`src/rtl/cpu_sequencer_if.sv`:
```
// Control and status bundle between the CPU datapath/control generator and the sequencer.
// The master side drives the phase-control inputs and the instruction register; the slave side is the sequencer.
interface cpu_sequencer_if #(
    parameter int CNT_W = 8
);
    logic             sm_en;
    logic             run;
    logic             step;
    logic             resume;
    logic [7:0]       ir;
    logic             sm;
    logic             mova;
    logic             movb;
    logic             movc;
    logic             movd;
    logic             add;
    logic             sub;
    logic             jmp;
    logic             jg;
    logic             in1;
    logic             out1;
    logic             movi;
    logic             halt;
    logic [CNT_W-1:0] instr_cnt;

    modport master (
        output sm_en, run, step, resume, ir,
        input  sm, mova, movb, movc, movd, add, sub, jmp, jg, in1, out1, movi, halt, instr_cnt
    );

    modport slave (
        input  sm_en, run, step, resume, ir,
        output sm, mova, movb, movc, movd, add, sub, jmp, jg, in1, out1, movi, halt, instr_cnt
    );
endinterface

```
`src/rtl/cpu_sequencer.sv`:
```
// Two-phase FETCH/EXEC sequencer with opcode decode, halt, single-step and retired-instruction count.
// Strobes are combinational from state and ir (zero latency); sm_en=0 stretches the current phase.
module cpu_sequencer #(
    parameter int CNT_W = 8
) (
    input  logic            clk,
    input  logic            rst,
    cpu_sequencer_if.slave  bus
);
    typedef enum logic [1:0] {
        ST_FETCH  = 2'd0,
        ST_EXEC   = 2'd1,
        ST_HALTED = 2'd2
    } state_t;

    localparam logic [3:0] OP_HALT = 4'hF;

    state_t           r_state;
    state_t           w_next_state;
    logic             r_step_q;
    logic             r_step_pend;
    logic [CNT_W-1:0] r_instr_cnt;

    logic       w_take_exec;
    logic       w_retire;
    logic       w_step_rise;
    logic       w_step_pend_nxt;
    logic       w_exec;
    logic [3:0] w_opcode;

    assign w_opcode    = bus.ir[7:4];
    assign w_exec      = (r_state == ST_EXEC);
    assign w_step_rise = bus.step & ~r_step_q;

    always_comb begin
        w_next_state = r_state;
        w_take_exec  = 1'b0;
        w_retire     = 1'b0;
        case (r_state)
            ST_FETCH: begin
                if (bus.sm_en && (bus.run || r_step_pend)) begin
                    w_next_state = ST_EXEC;
                    w_take_exec  = 1'b1;
                end
            end
            ST_EXEC: begin
                // HALT retires even when the control generator is stalling us.
                if (w_opcode == OP_HALT) begin
                    w_next_state = ST_HALTED;
                    w_retire     = 1'b1;
                end else if (bus.sm_en) begin
                    w_next_state = ST_FETCH;
                    w_retire     = 1'b1;
                end
            end
            ST_HALTED: begin
                if (bus.resume) begin
                    w_next_state = ST_FETCH;
                end
            end
            default: w_next_state = ST_FETCH;
        endcase
    end

    // A new step edge outranks the clear from the FETCH->EXEC it may coincide with.
    always_comb begin
        w_step_pend_nxt = r_step_pend;
        if (w_step_rise) begin
            w_step_pend_nxt = 1'b1;
        end else if (w_take_exec) begin
            w_step_pend_nxt = 1'b0;
        end
    end

    always_ff @(posedge clk) begin
        if (rst) begin
            r_state     <= ST_FETCH;
            r_step_q    <= 1'b0;
            r_step_pend <= 1'b0;
            r_instr_cnt <= '0;
        end else begin
            r_state     <= w_next_state;
            r_step_q    <= bus.step;
            r_step_pend <= w_step_pend_nxt;
            if (w_retire) begin
                r_instr_cnt <= r_instr_cnt + {{(CNT_W-1){1'b0}}, 1'b1};
            end
        end
    end

    assign bus.sm        = (r_state != ST_FETCH);
    assign bus.mova      = w_exec && (w_opcode == 4'h0);
    assign bus.movb      = w_exec && (w_opcode == 4'h1);
    assign bus.movc      = w_exec && (w_opcode == 4'h2);
    assign bus.movd      = w_exec && (w_opcode == 4'h3);
    assign bus.add       = w_exec && (w_opcode == 4'h4);
    assign bus.sub       = w_exec && (w_opcode == 4'h5);
    assign bus.jmp       = w_exec && (w_opcode == 4'h6);
    assign bus.jg        = w_exec && (w_opcode == 4'h7);
    assign bus.in1       = w_exec && (w_opcode == 4'h8);
    assign bus.out1      = w_exec && (w_opcode == 4'h9);
    assign bus.movi      = w_exec && (w_opcode == 4'hA);
    assign bus.halt      = (w_exec && (w_opcode == OP_HALT)) || (r_state == ST_HALTED);
    assign bus.instr_cnt = r_instr_cnt;
endmodule

```
`src/flat_wrapper.sv`:
```
// flat-port wrapper written by rule: the top's interface ports become plain ports
module cpu_sequencer_flat 
#(
    parameter int CNT_W = 8
)
  (clk, rst, bus_sm_en, bus_run, bus_step, bus_resume, bus_ir, bus_sm, bus_mova, bus_movb, bus_movc, bus_movd, bus_add, bus_sub, bus_jmp, bus_jg, bus_in1, bus_out1, bus_movi, bus_halt, bus_instr_cnt);
  cpu_sequencer_if #(.CNT_W(CNT_W)) bus_i ();
  input  logic clk;
  input  logic rst;
  input wire logic [$bits(bus_i.sm_en)-1:0] bus_sm_en;
  input wire logic [$bits(bus_i.run)-1:0] bus_run;
  input wire logic [$bits(bus_i.step)-1:0] bus_step;
  input wire logic [$bits(bus_i.resume)-1:0] bus_resume;
  input wire logic [$bits(bus_i.ir)-1:0] bus_ir;
  output wire logic [$bits(bus_i.sm)-1:0] bus_sm;
  output wire logic [$bits(bus_i.mova)-1:0] bus_mova;
  output wire logic [$bits(bus_i.movb)-1:0] bus_movb;
  output wire logic [$bits(bus_i.movc)-1:0] bus_movc;
  output wire logic [$bits(bus_i.movd)-1:0] bus_movd;
  output wire logic [$bits(bus_i.add)-1:0] bus_add;
  output wire logic [$bits(bus_i.sub)-1:0] bus_sub;
  output wire logic [$bits(bus_i.jmp)-1:0] bus_jmp;
  output wire logic [$bits(bus_i.jg)-1:0] bus_jg;
  output wire logic [$bits(bus_i.in1)-1:0] bus_in1;
  output wire logic [$bits(bus_i.out1)-1:0] bus_out1;
  output wire logic [$bits(bus_i.movi)-1:0] bus_movi;
  output wire logic [$bits(bus_i.halt)-1:0] bus_halt;
  output wire logic [$bits(bus_i.instr_cnt)-1:0] bus_instr_cnt;
  assign bus_i.sm_en = bus_sm_en;
  assign bus_i.run = bus_run;
  assign bus_i.step = bus_step;
  assign bus_i.resume = bus_resume;
  assign bus_i.ir = bus_ir;
  assign bus_sm = bus_i.sm;
  assign bus_mova = bus_i.mova;
  assign bus_movb = bus_i.movb;
  assign bus_movc = bus_i.movc;
  assign bus_movd = bus_i.movd;
  assign bus_add = bus_i.add;
  assign bus_sub = bus_i.sub;
  assign bus_jmp = bus_i.jmp;
  assign bus_jg = bus_i.jg;
  assign bus_in1 = bus_i.in1;
  assign bus_out1 = bus_i.out1;
  assign bus_movi = bus_i.movi;
  assign bus_halt = bus_i.halt;
  assign bus_instr_cnt = bus_i.instr_cnt;
  cpu_sequencer #(.CNT_W(CNT_W)) u_core (.clk(clk), .rst(rst), .bus(bus_i));
endmodule
```
`config.mk`:
```
export PLATFORM = sky130hd
export DESIGN_NAME = cpu_sequencer_flat
export DESIGN_NICKNAME = d
export VERILOG_FILES = /design/src/rtl/cpu_sequencer_if.sv /design/src/rtl/cpu_sequencer.sv /design/src/flat_wrapper.sv
export SDC_FILE = /design/constraint.sdc
export NUM_CORES = 1
export LEC_CHECK = 0
export CORE_UTILIZATION = 35
export DETAILED_ROUTE_END_ITERATION = 12
export DONT_BUFFER_PORTS = 1
export MAX_ROUTING_LAYER = met4
export PLACE_DENSITY_LB_ADDON = 0.08
export SYNTH_ARGS = -nofsm -noshare
export SYNTH_HDL_FRONTEND = slang
export SYNTH_SLANG_ARGS = --single-unit
```
`constraint.sdc`:
```
create_clock -name clk -period 1.5 [get_ports clk]
set_input_delay 0.225 -clock clk [delete_from_list [all_inputs] [get_ports clk]]
set_output_delay 0.225 -clock clk [all_outputs]
set_load 0.02 [all_outputs]
```
==> results of run 1 <==
-- through the flow --
step / hold WS [ns] / setup slack [ns]
final: 0.01400 / -0.1299
after global routing: 0.005232 / -0.1824
after CTS: 0.004229 / -0.1445
after detailed placement: 0.2980 / 0.09252
after global placement: 0.2963 / 0.1075
after floorplan: 0.3532 / -0.03051
-- cells by family (layout without fill, tap and decap cells) --
family / after synthesis / after routing / share of synthesized area
AOI/OAI and AO/OA: 19 / 19 / 0.1735
adders and majority gates: 1 / 1 / 0.01770
buffers and inverters: 7 / 23 / 0.04955
DFF: 12 / 12 / 0.3398
muxes: 3 / 3 / 0.04778
and+or+nand+nor: 43 / 43 / 0.3717
-- synth_stat cells, drive strengths merged (2+ instances only) --
| cell type | instances | area share |
|---|---|---|
| or2b | 2 | 0.023 |
| a21oi | 8 | 0.057 |
| or3 | 4 | 0.035 |
| inv | 3 | 0.016 |
| buf | 2 | 0.023 |
| mux2 | 3 | 0.048 |
| dfxtp | 12 | 0.34 |
| clkbuf | 2 | 0.011 |
| o21ai | 5 | 0.035 |
| nand2 | 2 | 0.011 |
| nand3 | 3 | 0.021 |
| nor3 | 4 | 0.028 |
| nor2 | 10 | 0.053 |
| nand2b | 2 | 0.018 |
| or3b | 2 | 0.025 |
| nor2b | 3 | 0.027 |
| nand4b | 2 | 0.025 |
| o31ai | 4 | 0.042 |
| nor4 | 2 | 0.035 |
| or4 | 4 | 0.042 |
-- repair_timing --
action | in CTS | in global routing
hold buffers | 0 | 1
endpoints found under the hold margin | 0 | 3
endpoints found under the setup margin | 12 | 12
pin swaps | 5 | 1
buffers inserted | 0 | 1
gates resized for setup | 4 | 8
gates cloned | 0 | 0
-- cell type report --
type,instances,share of cell area
repair buffers,16,0.1335
inverters,3,0.01155
well taps,25,0.03209
clock buffers,4,0.03723
flip-flops and latches,12,0.2490
multi-input cells,66,0.5366
-- layout by cell type (no fill, tap or decap), drive strengths merged, types with 3 or more instances in the layout --
cell,Yosys,layout
dfxtp,12,12
buf,2,15
nor3,4,4
nor2b,3,3
or4,4,4
clkbuf,2,4
inv,3,3
o21ai,5,5
mux2,3,3
o31ai,4,4
nor2,10,10
nand3,3,3
a21oi,8,8
or3,4,4
-- state kept, by name (all words and copies together) (netlist names) --
| name | cells |
|---|---|
| u_core.r_state | 2 |
| u_core.r_step_pend | 1 |
| u_core.bus.instr_cnt | 8 |
| u_core.r_step_q | 1 |
-- worst min-delay path by stage --
stage	to	start
4_1_cts	u_core.bus.instr_cnt[4]	rst
3_3_place_gp	u_core.r_state[0]	rst
5_1_grt	u_core.r_state[0]	rst
3_5_place_dp	u_core.bus.instr_cnt[4]	rst
6_report	u_core.r_state[0]	rst
2_1_floorplan	u_core.r_step_q	bus_step
-- power groups by stage --
stage	combinational, W	sequential, W	clock [W]
6_report	0.0000878	0.000330	0.000257
5_1_grt	0.0000976	0.000331	0.000278
4_1_cts	0.0000807	0.000330	0.000266
3_5_place_dp	0.0000775	0.000337	0
3_3_place_gp	0.0000755	0.000337	0
2_1_floorplan	0.0000683	0.000339	0
-- layer usage --
metal	vias to the layer above	share of wire
met4	0	0.0091
li1	349	-
met5	-	0
met3	2	0.079
met2	30	0.47
met1	323	0.44
-- worst max-delay path, cell delays in order (launching register included) --
cell                       delay [ns]
sky130_fd_sc_hd__dfxtp_2         0.33
sky130_fd_sc_hd__nand2b_4        0.15
sky130_fd_sc_hd__or3b_4          0.43
sky130_fd_sc_hd__nor3_4          0.24
==> impl_metrics.tcl, run 1 <==
set metrics [dict create \
    run_status "complete, but fails checks" \
    violations_in_the_final_reports "setup timing" \
    timing.critical_path.arrival_ns 1.40 \
    grt_pass1_vias 656 \
    max_freq_ghz 0.6135 \
    endpoint_type_of_the_worst_setup_path "primary output" \
    synth-edff-count 0 \
    met2_usage 0.2944 \
    hpwlAfterDp_um 1282 \
    total_die_area_um2 2203 \
    power_frac_clock 0.381 \
    report.final.setup_viol 12 \
    yosys_warnings 0 \
    global_route.peak_usage_layer "met2" \
    total_number_of_clock_tree_sinks 12 \
    grt_pass1_wl_um 2525 \
    post-route-worst-setup-slack_ns -0.1299 \
    routabilityCongestion 0.7106 \
    dpl-instance-area_um2 875.8 \
    synth_sequential_area_ratio 0.3398 \
    layout_worst_path_cycle_share 1.087 \
    cts_buffers 3 \
    worst_skew_pair.late_latency_ns 0.27 \
    drt_drc_violations_left 0 \
    criticalPathCategory "reg -> out" \
    timing.critical_path.from_type "register" \
    die-width_um 46.94 \
    first_iter_violations 7 \
    crit_start "u_core.r_state[1]" \
    path_max_fanout 5 \
    post-layout-total-power_w 0.0006744 \
    io_buffer_count 0 \
    coreArea_um2 1802 \
    clock_skew_ns 0.0006409 \
    postSynth.asyncResetShare 0 \
    wl_per_instance_um 13.03 \
    setup-tns-final_ns -1.126 \
    dieHeight_um 46.94 \
    design.final.nets 117 \
    final.min_clock_period_ns 1.630 \
    max_cap_viol_count 0 \
    final_antenna_net_count 0 \
    timing.critical_path.required_ns 1.27 \
    postSynthNetCount 100 \
    final_core_util 0.5410 \
    drv_slew 0 \
    gr-total-overflow 0 \
    synthDistinctLibCells 30 \
    r2r.worst_path.cells 4 \
    use_met1 0.1806 \
    p_sw_frac 0.2409 \
    holdCritPathClass "in -> reg" \
    worst-slew-pin-transition_ns 0.5214 \
    cts.clk_slew.worst_paths_ns 0.08 \
    pwr-share-comb 0.130 \
    areaGrowthSynthToFinish_pct 37.88 \
    fraction_of_layout_cells_with_a_size_suffix_above_1 0.4356 \
    globalRouteMet3Util 0.04615 \
    p_int_w 0.0005119 \
    min_delay_path_depth 1 \
    post_synthesis_register_bit_count 12 \
    switchingPower_w 0.0001625 \
    area_occupied_by_multi_input_gates_um2 523.0 \
    regToRegEndpoint "u_core.bus.instr_cnt[7]" \
    cts_tree "built" \
    initial_core_util 0.3924 \
    antenna_cells_inserted 0 \
    largest_net_degree_at_the_start_of_global_routing 15 \
    rsz0062_at_grt "yes" \
    dp.cells 120 \
    num_rows 15 \
    detail_route.wirelength_um 1642 \
    area_taken_by_flip_flops_and_latches_um2 242.7 \
    postSynth.topFlopCell "sky130_fd_sc_hd__dfxtp_1" \
    pwr-share-seq 0.489 \
    cts_buffer_depth 2 \
    synthesis.instances 85 \
    boundaryPins 35 \
    synthesis.area_per_instance_um2 8.317 \
    synth.cell_area_um2 706.9 \
    via_per_inst 5.587 \
    reg2reg_slack_ns 0.09 \
    power.density_nw_per_um2 691.9 \
    grt_antenna_before_repair 0 \
    worst_setup_path_endpoint "bus_in1" \
    fillers 206 \
    cellLeakagePower_nw 0.3374 \
    ir_drop_mv 0.6139 \
    relSlewSlack 0.6524 \
    grt_usage 0.1695 \
    timing_hold_violations_final 0 \
    clk_root_buffer_cell "sky130_fd_sc_hd__clkbuf_4" \
    design_area_um2 974.7 \
    drt-pass1-iter-count 4 \
    htree_levels 1 \
    vias 704 \
    finish.cell_count_without_fillers 126 \
    r2r_start "u_core.r_state[1]" \
]
No activity file was read; power rests on OpenSTA's default activity.
==> run 2, diff against run 1 <==
SKIP_CTS_REPAIR_TIMING = 1   (was default)
SLEW_MARGIN = 30   (was default)
==> run 2 against run 1 <==
The flow still finishes with violations (setup timing). Global-route usage rose by 0.16 points. Worst setup slack barely moved. Cell count did not move. Total power fell by 0.30%. Core utilization fell by 0.49 points. Highest routed layer unchanged. Largest cell class unchanged. Register-to-register slack barely moved. Clock power barely moved.
==> impl_metrics.tcl, run 2 (synthesis gave the netlist of run 1 again) <==
set metrics [dict create \
    grt_usage 0.1711 \
    total_number_of_clock_tree_sinks 12 \
    timing.critical_path.arrival_ns 1.41 \
    power.density_nw_per_um2 696.1 \
    first_iter_violations 7 \
    dieHeight_um 46.94 \
    routabilityCongestion 0.7106 \
    grt_antenna_before_repair 0 \
    timing.critical_path.required_ns 1.27 \
    design.final.nets 117 \
    layout_worst_path_cycle_share 1.087 \
    htree_levels 1 \
    gr-total-overflow 0 \
    timing_hold_violations_final 0 \
    violations_in_the_final_reports "setup timing" \
    worst_skew_pair.late_latency_ns 0.27 \
    cts.clk_slew.worst_paths_ns 0.08 \
    final_antenna_net_count 0 \
    timing.critical_path.from_type "register" \
    cts_tree "built" \
    final_core_util 0.5361 \
    io_buffer_count 0 \
    clock_skew_ns 0.0005643 \
    cts_buffer_depth 2 \
    areaGrowthSynthToFinish_pct 36.64 \
    critPathMaxStageDelay_ns 0.43 \
    drt_drc_violations_left 0 \
    most-common-layout-cells "sky130_fd_sc_hd__buf_4 (12), sky130_fd_sc_hd__dfxtp_1 (10), sky130_fd_sc_hd__a21oi_1 (8)" \
    hpwlAfterDp_um 1282 \
    cellLeakagePower_nw 0.3365 \
    worstPathCellList "nand2b_4 > or3b_4 > nor3_4" \
    largest_net_degree_at_the_start_of_global_routing 15 \
    num_rows 15 \
    max_cap_viol_count 0 \
    final.min_clock_period_ns 1.630 \
    largest_reg_flops 8 \
    path_max_fanout 5 \
    criticalPathCategory "reg -> out" \
    placement.setup.worst_slack_ns 0.09252 \
    grt_pass1_vias 653 \
    boundaryPins 35 \
    report.final.setup_viol 12 \
    vias 703 \
    antenna_cells_inserted 0 \
    dp.cells 120 \
    rsz0062_at_grt "yes" \
    grt_pass1_wl_um 2539 \
    final_common_cell "sky130_fd_sc_hd__buf_4" \
    drv_slew 0 \
    drt-pass1-iter-count 4 \
    detail_route.wirelength_um 1639 \
    die-width_um 46.94 \
    worst-slew-pin-transition_ns 0.5201 \
    cts_buffers 3 \
    total_die_area_um2 2203 \
    holdCritPathClass "in -> reg" \
    fraction_of_layout_cells_with_a_size_suffix_above_1 0.4455 \
    crit_path_top_delay_cell "sky130_fd_sc_hd__or3b_4" \
    via_per_inst 5.579 \
    endpoint_type_of_the_worst_setup_path "primary output" \
    coreArea_um2 1802 \
    finish.cell_count_without_fillers 126 \
    relSlewSlack 0.6533 \
    run_status "complete, but fails checks" \
    max_freq_ghz 0.6134 \
    setup-tns-final_ns -1.331 \
    initial_core_util 0.3924 \
    clk_root_buffer_cell "sky130_fd_sc_hd__clkbuf_4" \
    wl_per_instance_um 13.01 \
    post-route-worst-setup-slack_ns -0.1303 \
    ir_drop_mv 0.6139 \
]
-- run 2: changes by cell type in the layout (fill, tap and decap cells not counted) --
cell,previous run,this run
sky130_fd_sc_hd__buf_4,13,12
sky130_fd_sc_hd__buf_6,2,3
sky130_fd_sc_hd__nor2_1,3,2
sky130_fd_sc_hd__nor2_2,3,7
sky130_fd_sc_hd__nor2_4,4,1
-- run 2: where the power goes --
group | switching (W) | internal (W)
Sequential | 0.00000395 | 0.000326
Combinational | 0.0000473 | 0.0000386
Clock | 0.000109 | 0.000147
Total | 0.000161 | 0.000512
-- run 2: layout make-up --
class                      count  area, um^2
fill                         205       835.8
multi-input combinational     66       510.5
sequential                    12       242.7
timing repair buffer          16       133.9
clock buffer                   4       36.28
tap                           25       31.28
inverter                       3       11.26
-- run 2: worst paths after layout --
| kind | slack, ns | startpoint | cells after the start | end |
|---|---|---|---|---|
| setup reg to reg | 0.09 | u_core.r_state[1] | 4 | u_core.bus.instr_cnt[7] |
| hold / removal | 0.01 | rst | 1 | u_core.r_state[0] |
| setup / recovery | -0.13 | u_core.r_state[1] | 3 | bus_in1 |
| hold reg to reg | 0.49 | u_core.r_step_pend | 2 | u_core.r_step_pend |
-- run 2: routing by layer --
metal,track usage,part of all wire
met1,0.1898,0.44
met2,0.2917,0.47
met3,0.04231,0.076
met4,0.06857,0.0092
met5,-,0
-- run 2: per-stage QoR --
stage          area (um^2)  hold WS (ns)  total power, W
3_3_place_gp         875.8        0.2963       0.0004129
3_5_place_dp         875.8        0.2980       0.0004148
5_1_grt              965.9      0.005232       0.0007045
4_1_cts              912.1      0.004229       0.0006732
2_1_floorplan        779.5        0.3532       0.0004076
6_report             965.9       0.01397       0.0006723
-- run 2: critical path, delay by kind of cell (launching register included) --
family,cells,cell delay [ns]
AND/OR/NAND/NOR,3,0.81
flip-flops,1,0.33
